**src/rtl/alu_pkg.sv**
```systemverilog
// Shared constants and types for the Hack ALU sweep exerciser.
package alu_pkg;

    localparam int ALU_W  = 16;
    localparam int CTRL_W = 6;
    localparam int CNT_W  = 7;

    // Bit positions inside alu_ctrl = {zx,nx,zy,ny,f,no}.
    localparam int ZX = 5;
    localparam int NX = 4;
    localparam int ZY = 3;
    localparam int NY = 2;
    localparam int F  = 1;
    localparam int NO = 0;

    localparam logic [CTRL_W-1:0] CTRL_LAST = '1;

    localparam logic [ALU_W-1:0] MISR_POLY_DEF = 16'hB400;
    localparam logic [ALU_W-1:0] MISR_SEED_DEF = 16'hFFFF;

    typedef enum logic [1:0] {
        S_IDLE,
        S_DRIVE,
        S_SAMPLE,
        S_DONE
    } state_t;

    // True when the reported flags disagree with the result they describe.
    function automatic logic flags_inconsistent(logic [ALU_W-1:0] out, logic zr, logic ng);
        return (zr != (out == '0)) || (ng != out[ALU_W-1]);
    endfunction

endpackage

```
**src/rtl/alu_sweep_driver_if.sv**
```systemverilog
// ALU-side bus: operands and control toward the ALU, result and flags back.
interface alu_sweep_driver_if;

    logic [alu_pkg::ALU_W-1:0]  alu_x;
    logic [alu_pkg::ALU_W-1:0]  alu_y;
    logic [alu_pkg::CTRL_W-1:0] alu_ctrl;
    logic [alu_pkg::ALU_W-1:0]  alu_out;
    logic                       alu_zr;
    logic                       alu_ng;

    modport master (
        output alu_x, alu_y, alu_ctrl,
        input  alu_out, alu_zr, alu_ng
    );

    modport slave (
        input  alu_x, alu_y, alu_ctrl,
        output alu_out, alu_zr, alu_ng
    );

endinterface

```
**src/rtl/misr16.sv**
```systemverilog
// Right-shifting Galois MISR: load puts SEED in, step folds one data word in.
module misr16
    import alu_pkg::*;
#(
    parameter logic [ALU_W-1:0] POLY = MISR_POLY_DEF,
    parameter logic [ALU_W-1:0] SEED = MISR_SEED_DEF
) (
    input  logic             clk,
    input  logic             rst_n,
    input  logic             load,
    input  logic             step,
    input  logic [ALU_W-1:0] data,
    output logic [ALU_W-1:0] sig
);

    // NOTE: state is written with <= so every register sees pre-edge values.
    always_ff @(posedge clk or negedge rst_n) begin
        if (!rst_n) begin
            sig <= '0;
        end else if (load) begin
            sig <= SEED;
        end else if (step) begin
            sig <= (sig >> 1) ^ (sig[0] ? POLY : '0) ^ data;
        end
    end

endmodule

```
**src/rtl/alu_sweep_driver.sv**
```systemverilog
// Walks all 64 ALU control words, two cycles each, and compacts the results.
module alu_sweep_driver
    import alu_pkg::*;
#(
    parameter int               WIDTH     = ALU_W,  // only 16 is supported
    parameter logic [ALU_W-1:0] MISR_POLY = MISR_POLY_DEF,
    parameter logic [ALU_W-1:0] MISR_SEED = MISR_SEED_DEF
) (
    input  logic               clk,
    input  logic               rst_n,
    input  logic               start,
    input  logic [WIDTH-1:0]   x_in,
    input  logic [WIDTH-1:0]   y_in,
    alu_sweep_driver_if.master alu,
    output logic               busy,
    output logic               done,
    output logic [ALU_W-1:0]   signature,
    output logic [CNT_W-1:0]   zr_count,
    output logic [CNT_W-1:0]   ng_count,
    output logic               flag_err
);

    state_t state, state_next;
    logic   accept;
    logic   sample;
    logic   last_ctrl;

    assign last_ctrl = (alu.alu_ctrl == CTRL_LAST);

    always_ff @(posedge clk or negedge rst_n) begin
        if (!rst_n) state <= S_IDLE;
        else        state <= state_next;
    end

    // NOTE: default assignment first so no path through the case infers a latch.
    always_comb begin
        state_next = state;
        case (state)
            S_IDLE:   if (start) state_next = S_DRIVE;
            S_DRIVE:  state_next = S_SAMPLE;
            S_SAMPLE: state_next = last_ctrl ? S_DONE : S_DRIVE;
            S_DONE:   state_next = S_IDLE;
            default:  state_next = S_IDLE;
        endcase
    end

    always_comb begin
        busy   = (state != S_IDLE);
        done   = (state == S_DONE);
        accept = (state == S_IDLE) && start;
        sample = (state == S_SAMPLE);
    end

    always_ff @(posedge clk or negedge rst_n) begin
        if (!rst_n) begin
            alu.alu_x    <= '0;
            alu.alu_y    <= '0;
            alu.alu_ctrl <= '0;
            zr_count     <= '0;
            ng_count     <= '0;
            flag_err     <= 1'b0;
        end else if (accept) begin
            alu.alu_x    <= x_in;
            alu.alu_y    <= y_in;
            alu.alu_ctrl <= '0;
            zr_count     <= '0;
            ng_count     <= '0;
            flag_err     <= 1'b0;
        end else if (sample) begin
            zr_count <= zr_count + CNT_W'(alu.alu_zr);
            ng_count <= ng_count + CNT_W'(alu.alu_ng);
            flag_err <= flag_err | flags_inconsistent(alu.alu_out, alu.alu_zr, alu.alu_ng);
            // Holding at the last word keeps the final combination visible in DONE.
            if (!last_ctrl) alu.alu_ctrl <= alu.alu_ctrl + 1'b1;
        end
    end

    misr16 #(
        .POLY (MISR_POLY),
        .SEED (MISR_SEED)
    ) u_misr (
        .clk   (clk),
        .rst_n (rst_n),
        .load  (accept),
        .step  (sample),
        .data  (alu.alu_out),
        .sig   (signature)
    );

endmodule

```
**src/flat_wrapper.sv**
```systemverilog
// flat-port wrapper written by rule: the top's interface ports become plain ports
module alu_sweep_driver_flat import alu_pkg::*;
#(
    parameter int               WIDTH     = ALU_W,                         
    parameter logic [ALU_W-1:0] MISR_POLY = MISR_POLY_DEF,
    parameter logic [ALU_W-1:0] MISR_SEED = MISR_SEED_DEF
)
  (clk, rst_n, start, x_in, y_in, busy, done, signature, zr_count, ng_count, flag_err, alu_alu_x, alu_alu_y, alu_alu_ctrl, alu_alu_out, alu_alu_zr, alu_alu_ng);
  alu_sweep_driver_if alu_i ();
  input  logic clk;
  input  logic rst_n;
  input  logic start;
  input  logic [WIDTH-1:0] x_in;
  input  logic [WIDTH-1:0] y_in;
  output logic busy;
  output logic done;
  output logic [ALU_W-1:0] signature;
  output logic [CNT_W-1:0] zr_count;
  output logic [CNT_W-1:0] ng_count;
  output logic flag_err;
  output wire logic [$bits(alu_i.alu_x)-1:0] alu_alu_x;
  output wire logic [$bits(alu_i.alu_y)-1:0] alu_alu_y;
  output wire logic [$bits(alu_i.alu_ctrl)-1:0] alu_alu_ctrl;
  input wire logic [$bits(alu_i.alu_out)-1:0] alu_alu_out;
  input wire logic [$bits(alu_i.alu_zr)-1:0] alu_alu_zr;
  input wire logic [$bits(alu_i.alu_ng)-1:0] alu_alu_ng;
  assign alu_alu_x = alu_i.alu_x;
  assign alu_alu_y = alu_i.alu_y;
  assign alu_alu_ctrl = alu_i.alu_ctrl;
  assign alu_i.alu_out = alu_alu_out;
  assign alu_i.alu_zr = alu_alu_zr;
  assign alu_i.alu_ng = alu_alu_ng;
  alu_sweep_driver #(.WIDTH(WIDTH), .MISR_POLY(MISR_POLY), .MISR_SEED(MISR_SEED)) u_core (.clk(clk), .rst_n(rst_n), .start(start), .x_in(x_in), .y_in(y_in), .alu(alu_i), .busy(busy), .done(done), .signature(signature), .zr_count(zr_count), .ng_count(ng_count), .flag_err(flag_err));
endmodule
```
**config.mk**
```make
export PLATFORM = sky130hd
export DESIGN_NAME = alu_sweep_driver_flat
export DESIGN_NICKNAME = d
export VERILOG_FILES = /design/src/rtl/alu_pkg.sv /design/src/rtl/alu_sweep_driver_if.sv /design/src/rtl/misr16.sv /design/src/rtl/alu_sweep_driver.sv /design/src/flat_wrapper.sv
export SDC_FILE = /design/constraint.sdc
export NUM_CORES = 1
export LEC_CHECK = 0
export ABC_AREA = 1
export CELL_PAD_IN_SITES_DETAIL_PLACEMENT = 1
export CELL_PAD_IN_SITES_GLOBAL_PLACEMENT = 2
export CORE_UTILIZATION = 22
export CTS_CLUSTER_DIAMETER = 50
export CTS_CLUSTER_SIZE = 30
export DETAILED_ROUTE_END_ITERATION = 10
export PLACE_DENSITY_LB_ADDON = 0.1
export SETUP_SLACK_MARGIN = 0.15
export SLEW_MARGIN = 20
export SYNTH_ARGS = -nofsm -noshare
export SYNTH_HDL_FRONTEND = slang
export SYNTH_SLANG_ARGS = --single-unit
```
**constraint.sdc**
```tcl
create_clock -name clk -period 1.3 [get_ports clk]
set_clock_uncertainty 0.1 [all_clocks]
set_input_delay 0.13 -clock clk [delete_from_list [all_inputs] [get_ports clk]]
set_output_delay 0.13 -clock clk [all_outputs]
set_load 0.03 [all_outputs]
```
**Word level (Yosys, flattened, before mapping)**

Index checks and enable logic that the tools add are counted.

- $add $sub $neg: 3
- Multipliers: 0
- Divide/modulo/power cells: 0
- Order comparisons: 0
- Equality and inequality tests: 8
- Shift-type cells: 0
- Muxes and demuxes: 15
- Bitwise operators: 3
- Reduce and logical (&&, ||, !) cells: 7

Operator list:

| cell | count |
|---|---|
| $mux W16 | 3 |
| $mux W7 | 4 |
| $mux W6 | 3 |
| $logic_not A16 Y1 | 1 |
| $xor A15 B16 Y16 | 1 |
| $xor A16 B16 Y16 | 1 |
| $add A7 B1 Y7 | 2 |
| $pmux W2 S4 | 1 |
| $add A6 B1 Y6 const B | 1 |
| $eq A6 B6 Y1 const B | 1 |
| $eq A2 B2 Y1 const B | 2 |
| $mux W2 | 2 |
| $reduce_bool A2 Y1 | 2 |
| $eq A2 B1 Y1 const B | 1 |
| $logic_not A2 Y1 | 1 |
| $mux W1 | 2 |
| $ne A1 B1 Y1 | 2 |
| $ne A2 B1 Y1 const B | 1 |
| $ne A2 B2 Y1 const B | 1 |
| $reduce_and A2 Y1 | 1 |
| $logic_and A1 B1 Y1 | 1 |
| $logic_or A1 B1 Y1 | 1 |
| $or A1 B1 Y1 | 1 |

- Register bits after elaboration: 71
- Bits in latches: 0
- RAM bits: 0
- ROM bits: 0
- Input bits: 53
- Output and inout bits: 71
- Logic and storage cells: 44
- Memories kept: 0

**Longest topological paths before layout**

Gate-level depths: netlist (run 1).

- Depth in word-level cells: 6
- Depth in mapped cells: 9
- Mapped depth without buffers: 9

**By module**

From an unflattened synthesis (run 1), not the netlist that was laid out.

- Cell total of the unflattened synthesis: 401
- Area total of the unflattened synthesis: 3348.2 sq um

Modules (own cells, without submodules):

| module | times used | cells each | area an instance (sq um) | sequential area each (sq um) |
|---|---|---|---|---|
| alu_sweep_driver | 1 | 290 | 2473.6 | 1376.3 |
| misr16 | 1 | 111 | 874.6 | 400.4 |

**Worst setup path after synthesis (run 1)**

OpenSTA, ideal clock, no wires.

- Path type: register -> register
- Start: register u_core.zr_count[0]
- End: register u_core.zr_count[6]
- Setup time: 133 ps
- Arrival: 1478 ps
- Required time: 1067 ps
- Slack: -411 ps
- Stages on the path, launching flop included: 8
- Path buffers: 0
- Period minus slack after synthesis: 1711 ps
- Cells stage by stage: dfrtp_1 ha_1 ha_1 nand2_1 nor3_1 nand3_1 nand3_1 o21ai_1

- Cells in the longest elaborated chain, start to end: 3

Ends and longest elaborated chain:

| element | RTL line | source |
|---|---|---|
| from (decl) | alu_sweep_driver.sv:18 | `output logic [CNT_W-1:0] zr_count,` |
| from (signal assigned) | alu_sweep_driver.sv:70 | `zr_count <= zr_count + CNT_W'(alu.alu_zr);` |
| $add A7 B1 Y7 | alu_sweep_driver.sv:70 |  |
| $mux W7 | alu_sweep_driver.sv:69 | `end else if (sample) begin` |
| $mux W7 | alu_sweep_driver.sv:62 | `end else if (accept) begin` |

No other way between the ends. The select of a mux whose other input is x is not followed.
A chain may end at the register's enable or synchronous reset.

**Worst setup path after layout (run 1)**

- Start: register u_core.alu.alu_ctrl[0]
- End: register u_core.alu.alu_ctrl[0]

- Cells in the longest elaborated chain, start to end: 4
- Elaborated cells on any way between the ends: 7
- Those cells by class: add/sub: 1; eq/ne: 2; mux: 3; reduce/logical: 1

Ends and longest elaborated chain:

| element | RTL line | source |
|---|---|---|
| from (decl) | alu_sweep_driver_if.sv:12 | `output alu_x, alu_y, alu_ctrl,` |
| from (signal assigned) | alu_sweep_driver.sv:74 | `if (!last_ctrl) alu.alu_ctrl <= alu.alu_ctrl + 1'b1;` |
| $add A6 B1 Y6 | alu_sweep_driver.sv:74 |  |
| $mux W6 | alu_sweep_driver.sv:74 |  |
| $mux W6 | alu_sweep_driver.sv:69 |  |
| $mux W6 | alu_sweep_driver.sv:62 |  |

Several ways; a longest one is shown, not always the timed one. The select of a mux whose other input is x is not followed.

==> results of run 1 <==
## repair_timing
action / 4_1_cts / 5_1_grt
endpoints found under the hold margin: 71 / 0
gates cloned: 5 / 3
gates resized for setup: 226 / 54
hold buffers: 1 / 0
buffers inserted: 30 / 19
pin swaps: 18 / 13
setup endpoints to repair: 133 / 110
## per-stage QoR
step / setup TNS (ns) / power (uW)
3_3_place_gp: -18.04 / 10810
2_1_floorplan: -6.205 / 7616
3_5_place_dp: -18.25 / 10930
6_report: -7.796 / 14820
4_1_cts: -6.475 / 14310
5_1_grt: -12.12 / 15780
## layout make-up
type                    instances  share of cell area, %
clock buffers                  13                  4.113
clock inverters                 1                0.07910
inverters                      37                  2.670
multi-input cells             259                  23.53
flip-flops and latches         71                  28.30
well taps                     184                  3.639
repair buffers                231                  37.67
## path summary, 6_finish.rpt
kind                                         from                     end  slack [ns]  depth (start not counted)
hold reg to reg              u_core.alu.alu_x[15]    u_core.alu.alu_x[15]        0.37                          2
max in group asynchronous                   rst_n      u_core.ng_count[4]        0.50                          3
min in group clk                          x_in[9]     u_core.alu.alu_x[9]        0.23                          3
setup / recovery           u_core.alu.alu_ctrl[0]  u_core.alu.alu_ctrl[0]       -0.17                          9
setup reg to reg           u_core.alu.alu_ctrl[0]  u_core.alu.alu_ctrl[0]       -0.17                          9
hold / removal                              rst_n    u_core.u_misr.sig[5]        0.10                          2
## registers in the layout, indices dropped and copies added, names as in the netlist
name	cells
u_core.u_misr.sig	16
u_core.ng_count	7
u_core.alu.alu_ctrl	6
u_core.flag_err	1
u_core.state	2
u_core.alu.alu_y	16
u_core.alu.alu_x	16
u_core.zr_count	7
## per-layer routing
metal,vias to the layer above,track usage [%]
met5,-,0
met4,0,5.196
met3,9,4.716
met2,78,26.28
met1,1627,19.32
li1,1672,-
## cell usage after synthesis, drive strengths merged
master	number
nand2	134
dfrtp	71
o21ai	38
inv	37
nor2	22
nand3	19
a21oi	18
buf	13
ha	5
xor2	5
a22o	4
nand4	3
o21bai	3
xnor2	3
mux2i	2
nor3	2
clkbuf	1
o211ai	1
## kinds of logic after synthesis
family	after synthesis	share of synthesized area, %
compound gates	64	10.60
xor+xnor	8	2.151
fa+ha+maj	5	1.921
buf+inv	51	7.338
flops	71	54.55
mux	2	0.6147
simple gates	180	22.82
## power groups by stage
| stage | Sequential (uW) | Clock (uW) | Combinational [uW] |
|---|---|---|---|
| 6_report | 3760 | 2290 | 8770 |
| 3_3_place_gp | 3780 | 0 | 7030 |
| 5_1_grt | 3860 | 2460 | 9470 |
| 3_5_place_dp | 3810 | 0 | 7120 |
| 4_1_cts | 3730 | 2380 | 8200 |
| 2_1_floorplan | 5340 | 0 | 2280 |
## worst max-delay path, cell delays in order (launching register included)
cell and delay (ns):
dfrtp_2 0.43, ha_4 0.17, nand3_2 0.06, nor2_1 0.04
inv_1 0.10, nor2_4 0.05, nor2_4 0.16, buf_4 0.14
nand3_2 0.05, o21ai_0 0.07
## cell usage in the layout (no fill, tap or decap), drive strengths merged
master,n
nand2,134
xnor2,3
clkdlybuf4s50,51
bufbuf,2
inv,37
o211ai,1
clkinv,1
o21bai,3
nor2,22
o21ai,38
xor2,5
ha,5
nand4,3
nor3,2
dlygate4sd3,1
a22o,4
mux2i,2
clkbuf,15
nand3,19
buf,175
dfrtp,71
a21oi,18
==> flow_summary_export.csv, run 1 <==
group,metric,value,unit
route,wl_per_cell,15.24,um
global_route,grt-ovfl-total,0,
route,dr_wl_met2,5.898,mm
cells_and_area,fill_cells,1701,
cts,cts_tree,"built",
sta,max-slew-margin-rel,83.49,%
synth,synthDistinctLibCells,24,
placement,globalplace.congestion,0.7093,
placement,hpwl,7.579,mm
synth,yosysTopAreaCell,"dfrtp_1",
cells_and_area,fin_util,43.70,%
sta,hold_viol_final,0,
floorplan,ios,124,
sta,max_freq,678.5,MHz
cells_and_area,nets,667,
route,drt_pass1_iterations,3,
route,wl,12.13,mm
pwr,leakagePower,0.003101,uW
global_route,antenna_found_initial,0,
setup_path,crit_type,"flip-flop to flip-flop",
sta,rsz0062_at_grt,"true",
cts,path_clk_slew,0.06,ns
synth,synth.cell_area,3257,um^2
pwr,seq_power_share,25.3,%
cells_and_area,regArea,1790,um^2
setup_path,worstPathArrival,1.63,ns
route,drc,0,
cells_and_area,final_area,6327,um^2
sta,worst_slack,-0.1739,ns
global_route,grt_usage,15.76,%
cells_and_area,multiInputGateArea,1489,um^2
global_route,grt_max_degree,38,
pwr,ir_drop,0.0007928,V
sta,setup_viol,75,
synth,ys_warn_count,0,
sta,fin_crit_sh,113.4,%
cts,cts-root-buf,"clkbuf_16",
global_route,grt_pass1_wl,18.00,mm
synth,synth_top_area_share,54.55,%
route,avgViaCountPerCell,4.254,
synth,synth_area_per_cell,8.548,um^2
synth,syn_inst,381,
placement,dpl-instance-area,5210,um^2
cts,insertion_delay,0.34,ns
pwr,p_int,8640,uW
run_status,outcome,"finished with violations",
pwr,clkPwrFrac,15.5,%
global_route,grt_pass1_vias,3447,
placement,place_inst,724,
cells_and_area,layout-drive-gt1-share,41.67,%
cts,cts_buffers,9,
cells_and_area,synthToLayoutAreaGrowth,94.28,%
pwr,netSwitchingPower,6182,uW
hold_path,hold_path_class,"primary input to asynchronous set/reset pin",
floorplan,die_h,123.7,um
route,drtIter0Drc,66,
synth,synth_seq_cells,71,
cts,clockBufferDepth,2,
floorplan,initial_core_util,22.49,%
sta,final_max_slew_viol_count,0,
pwr,p_per_area,2343,nW/um^2
sta,min_period,1.474,ns
setup_path,cp-start-kind,"flip-flop",
sta,holdWs,0.1030,ns
sta,worst_slew_pin_slew,0.2451,ns
route,top_layer,"met4",
floorplan,rows,44,
job,maxCapViolCount,0,
placement,port_buffers,123,
route,met3WireLength,772,um
synth,synth_nets,439,
floorplan,die_x,123.7,um
floorplan,fp.dieArea,15290,um^2
cts,h-tree-depth,3,
pwr,p_sw_share,41.71,%
synth,yosys-top-cells-area,"dfrtp_1 (55%), nand2_1 (15%), o21ai_0 (3.7%), inv_1 (3.7%), nand3_1 (2.9%)",
run_status,violations,"negative setup slack",
route,wl_met1,5.311,mm
placement,dp_slack,-0.4173,ns
route,drtAntennaViolNets,0,
setup_path,crit_required,1.46,ns
cells_and_area,stdcell_count,796,
synth,ys_seq_area_share,54.55,%
pwr,power_frac_comb,59.2,%
route,num_vias,3386,
cells_and_area,antennaDiodeCount,0,
setup_path,critPathCaptureType,"flip-flop",
setup_path,crit_fanout,4,
cts,clock_sinks,71,
floorplan,core_area,14480,um^2
Note: power is estimated with default switching activity, not from simulation.
==> run 2, diff against run 1 <==
- RECOVER_POWER: not set -> 50
- SKIP_CTS_REPAIR_TIMING: not set -> 1
==> flow_summary_export.csv, run 2 (synthesis gave the netlist of run 1 again) <==
group,metric,value,unit
run_status,outcome,"finished with violations",
run_status,violations,"negative setup slack",
floorplan,rows,44,
placement,globalplace.congestion,0.7093,
global_route,grt_usage,14.30,%
route,wl_per_cell,15.15,um
cts,insertion_delay,0.33,ns
cts,cts_buffers,9,
cells_and_area,nets,653,
setup_path,crit_fanout,3,
cells_and_area,antennaDiodeCount,0,
floorplan,die_h,123.7,um
sta,fin_setup_tns,-5.799,ns
pwr,power_frac_comb,58.2,%
floorplan,core_area,14480,um^2
cts,path_clk_slew,0.06,ns
sta,max_freq,685.7,MHz
setup_path,cp_slowest_stage_delay,0.38,ns
floorplan,ios,124,
setup_path,r2r-start,"u_core.alu.alu_ctrl[0]",
setup_path,crit_type,"flip-flop to flip-flop",
cells_and_area,final_common_cell,"nand2_1",
route,drtIter0Drc,59,
cts,h-tree-depth,3,
setup_path,crit_chain,"ha_4 > nand3_4 > nor2_4 > inv_2 > nor2_4 > nor2_4 > buf_4 > nand3_1 > nand2_1",
cells_and_area,final_cell_mix,"nand2_1 (121), buf_4 (76), dfrtp_1 (64)",
route,avgViaCountPerCell,4.234,
placement,hpwl,7.579,mm
setup_path,cp-start-kind,"flip-flop",
cells_and_area,fin_util,42.36,%
global_route,grt_pass1_vias,3188,
sta,final_max_slew_viol_count,0,
floorplan,initial_core_util,22.49,%
job,maxCapViolCount,0,
pwr,clkPwrFrac,15.7,%
cells_and_area,synthToLayoutAreaGrowth,88.32,%
cells_and_area,multiInputGateArea,1456,um^2
pwr,ir_drop,0.0008127,V
hold_path,hold_path_class,"primary input to flip-flop",
sta,setup_viol,113,
route,wl,11.85,mm
sta,rsz0062_at_grt,"true",
route,num_vias,3311,
cts,clock_sinks,71,
route,drtAntennaViolNets,0,
setup_path,worstPathArrival,1.58,ns
pwr,netSwitchingPower,6093,uW
cells_and_area,regArea,1785,um^2
placement,port_buffers,123,
cells_and_area,fill_cells,1714,
global_route,grt_pass1_wl,16.44,mm
sta,worst_slew_pin_slew,0.9633,ns
pwr,p_int,8405,uW
global_route,antenna_found_initial,0,
sta,min_period,1.458,ns
pwr,p_per_area,2364,nW/um^2
pwr,leakagePower,0.002957,uW
cts,clockBufferDepth,2,
floorplan,die_x,123.7,um
cts,cts-root-buf,"clkbuf_16",
cts,cts_tree,"built",
setup_path,crit_family,"simple AND/OR/NAND/NOR gates",
sta,hold_viol_final,0,
route,drt_pass1_iterations,4,
pwr,p_sw_share,42.02,%
setup_path,path_buf_inv,2,
setup_path,crit_top_cell,"nor2_4",
cells_and_area,layout-drive-gt1-share,38.63,%
setup_path,critPathCaptureType,"flip-flop",
hold_path,min_from,"y_in[6]",
setup_path,startpoint,"u_core.alu.alu_ctrl[0]",
route,drc,0,
setup_path,crit_required,1.42,ns
setup_path,critPathSlowestCell,"dfrtp_2",
global_route,grt-ovfl-total,0,
global_route,grt_max_degree,38,
pwr,seq_power_share,26.1,%
cells_and_area,top_regs,"u_core.alu.alu_x (16), u_core.alu.alu_y (16), u_core.u_misr.sig (16)",
sta,fin_crit_sh,112.2,%
sta,worst_slack,-0.1583,ns
floorplan,fp.dieArea,15290,um^2
placement,dp_slack,-0.4173,ns
sta,max-slew-margin-rel,35.78,%
[run 2: cell count changes in the layout (fill, tap and decap cells not counted), moves of 6 or more]
cell / delta
nand2_2: +6
buf_2: -8
buf_4: -7
clkbuf_2: +8
buf_6: -12
[run 2: per-layer routing]
layer | global-route usage [%] | vias to the layer above | part of all wire [%]
li1 | - | 1647 | -
met1 | 18.13 | 1577 | 44
met2 | 22.47 | 79 | 48
met3 | 4.853 | 8 | 6.9
met4 | 5.196 | 0 | 1.1
met5 | 0 | - | 0
[run 2: final cells by class]
cell class                      count  share of cell area [%]
Multi-Input combinational cell    259                   23.75
Tap cell                          184                   3.754
Inverter                           37                   2.632
Clock inverter                      1                 0.08160
Clock buffer                       13                   4.243
Timing Repair Buffer              217                   36.43
Sequential cell                    71                   29.11
[run 2: metrics by stage]
stage,hold slack [ns],area [um^2],total power (uW),cells
finish,0.2331,6133,14500,782
CTS,-0.4493,5475,13320,738
global placement,-0.09295,5210,10810,724
global route,0.2437,6133,15440,782
floorplan,-0.2656,3423,7616,381
detailed placement,-0.08981,5210,10930,724
[run 2: path summary, 6_finish.rpt]
path | cells after the start | slack [ns] | endpoint
max | 9 | -0.16 | u_core.alu.alu_ctrl[2]
min | 3 | 0.23 | u_core.alu.alu_y[6]
max reg2reg | 9 | -0.16 | u_core.alu.alu_ctrl[2]
min reg2reg | 2 | 0.37 | u_core.alu.alu_y[12]
max in group asynchronous | 3 | -0.06 | u_core.alu.alu_x[2]
min in group asynchronous | 2 | 0.37 | u_core.u_misr.sig[5]
[run 2: power by group through the flow]
stage	Combinational (uW)	Clock, uW	Sequential (uW)
global placement	7030	0	3780
CTS	7140	2380	3800
floorplan	2280	0	5340
finish	8430	2280	3790
global route	9110	2440	3890
detailed placement	7120	0	3810
[run 2: worst register-to-register path: stages, from the launching register on]
cell	delay [ns]
dfrtp_2	0.38
ha_4	0.15
nand3_4	0.08
nor2_4	0.12
inv_2	0.06
nor2_4	0.12
nor2_4	0.07
buf_4	0.14
nand3_1	0.08
nand2_1	0.06
==> run 3, diff against run 2 <==
- TNS_END_PERCENT: not set -> 20
==> flow_summary_export.csv, run 3 (synthesis gave the netlist of run 1 again) <==
group,metric,value,unit
route,num_vias,3133,
floorplan,fp.dieArea,15290,um^2
setup_path,crit_fanout,8,
placement,place_inst,718,
global_route,grt.met1_usage,17.19,%
route,drtAntennaViolNets,0,
hold_path,hold_path_class,"primary input to asynchronous set/reset pin",
cts,cts_buffers,9,
cts,cts-root-buf,"clkbuf_16",
global_route,grt_pass1_vias,3369,
placement,globalplace.congestion,0.7325,
sta,hold_viol_final,0,
cells_and_area,final_cell_mix,"nand2_1 (128), dfrtp_1 (60), clkdlybuf4s50_1 (51)",
cells_and_area,layout-drive-gt1-share,31.16,%
cells_and_area,final_common_cell,"nand2_1",
cts,clock_sinks,71,
cts,h-tree-depth,3,
floorplan,die_h,123.7,um
cts,path_clk_slew,0.05,ns
route,drc,0,
route,avgViaCountPerCell,4.257,
cells_and_area,synthToLayoutAreaGrowth,70.80,%
sta,min_period,1.417,ns
cts,insertion_delay,0.34,ns
setup_path,r2r-start,"u_core.alu.alu_ctrl[0]",
sta,fin_setup_tns,-1.091,ns
sta,worst_slew_pin_slew,0.6314,ns
pwr,leakagePower,0.002667,uW
global_route,grt_usage,14.46,%
sta,max_freq,705.8,MHz
global_route,met2_usage,23.51,%
global_route,grt_util_met3,4.899,%
cells_and_area,top_regs,"u_core.alu.alu_x (16), u_core.alu.alu_y (16), u_core.u_misr.sig (16)",
route,drt_pass1_iterations,4,
run_status,outcome,"finished with violations",
placement,hpwl,7.553,mm
setup_path,ff2ff_setup_slack,-0.12,ns
sta,final_max_slew_viol_count,0,
sta,holdWs,0.01958,ns
sta,worst_slack,-0.1169,ns
route,wl,10.23,mm
global_route,grt_pass1_wl,16.70,mm
floorplan,core_area,14480,um^2
pwr,p_per_area,2375,nW/um^2
setup_path,critPathCaptureType,"flip-flop",
global_route,antenna_found_initial,0,
pwr,ir_drop,0.0009445,V
setup_path,worst-r2r-cell-count,9,
cells_and_area,stdcell_count,736,
global_route,top_usage_layer,"met2",
floorplan,die_x,123.7,um
cells_and_area,final_area,5563,um^2
placement,dpl-instance-area,5116,um^2
route,drtIter0Drc,65,
setup_path,worstPathArrival,1.54,ns
cts,clockBufferDepth,2,
cells_and_area,nets,606,
setup_path,cp-start-kind,"flip-flop",
placement,port_buffers,123,
sta,max-slew-margin-rel,57.91,%
cells_and_area,antennaDiodeCount,0,
job,maxCapViolCount,0,
floorplan,initial_core_util,22.49,%
cts,cts_tree,"built",
sta,fin_crit_sh,109.0,%
route,wl_per_cell,13.90,um
setup_path,crit_type,"flip-flop to flip-flop",
cells_and_area,fin_util,38.42,%
sta,rsz0062_at_grt,"true",
floorplan,rows,44,
global_route,grt-ovfl-total,0,
setup_path,crit_required,1.42,ns
run_status,violations,"negative setup slack",
setup_path,reg2reg_to,"u_core.alu.alu_ctrl[4]",
floorplan,ios,124,
sta,setup_viol,22,
global_route,grt_max_degree,43,
run 3: worst max-delay path, cell delays in order (launching register included):
cell and delay [ns]:
dfrtp_2 0.42, ha_4 0.17, nand3_4 0.08, nor2_2 0.04, inv_2 0.07, nor2_4 0.04, nor2_4 0.17, inv_4 0.08
nand2_1 0.07, o21ai_1 0.05
run 3: area by class of cell:
| type | count | area [um^2] |
|---|---|---|
| timing repair buffer | 170 | 1718 |
| multi-input combinational | 259 | 1395 |
| sequential | 71 | 1790 |
| tap | 184 | 230.2 |
| fill | 1686 | 8916 |
| clock buffer | 15 | 277.8 |
| inverter | 37 | 151.4 |
run 3: metrics by stage:
| step | power (uW) | setup slack (ns) |
|---|---|---|
| after floorplan | 7422 | -0.1782 |
| after global placement | 10530 | -0.4312 |
| after detailed placement | 10650 | -0.4607 |
| after CTS | 13100 | -0.3451 |
| after global routing | 14170 | -0.1876 |
| final | 13210 | -0.1169 |
run 3: worst max path at each step:
stage                                   to                    from  depth (start not counted)
finish              u_core.alu.alu_ctrl[4]  u_core.alu.alu_ctrl[0]                          9
floorplan           u_core.alu.alu_ctrl[3]  u_core.alu.alu_ctrl[0]                          9
CTS                           alu_alu_y[6]     u_core.alu.alu_y[6]                          1
global placement        u_core.ng_count[6]              alu_alu_ng                          8
global route        u_core.alu.alu_ctrl[4]  u_core.alu.alu_ctrl[0]                          9
detailed placement      u_core.ng_count[6]              alu_alu_ng                          8
run 3: metal layers:
metal / wire (um) / part of all wire (%)
met1: 4392 / 43
met2: 4898 / 48
met3: 765 / 7.5
met4: 177 / 1.7
met5: 0 / 0
run 3: report_power, final:
group	switching (uW)	internal (uW)	total, uW	leakage (uW)
clock	911	1440	2350	0.000136
sequential	771	3090	3860	0.000858
combinational	3950	3050	7000	0.00167
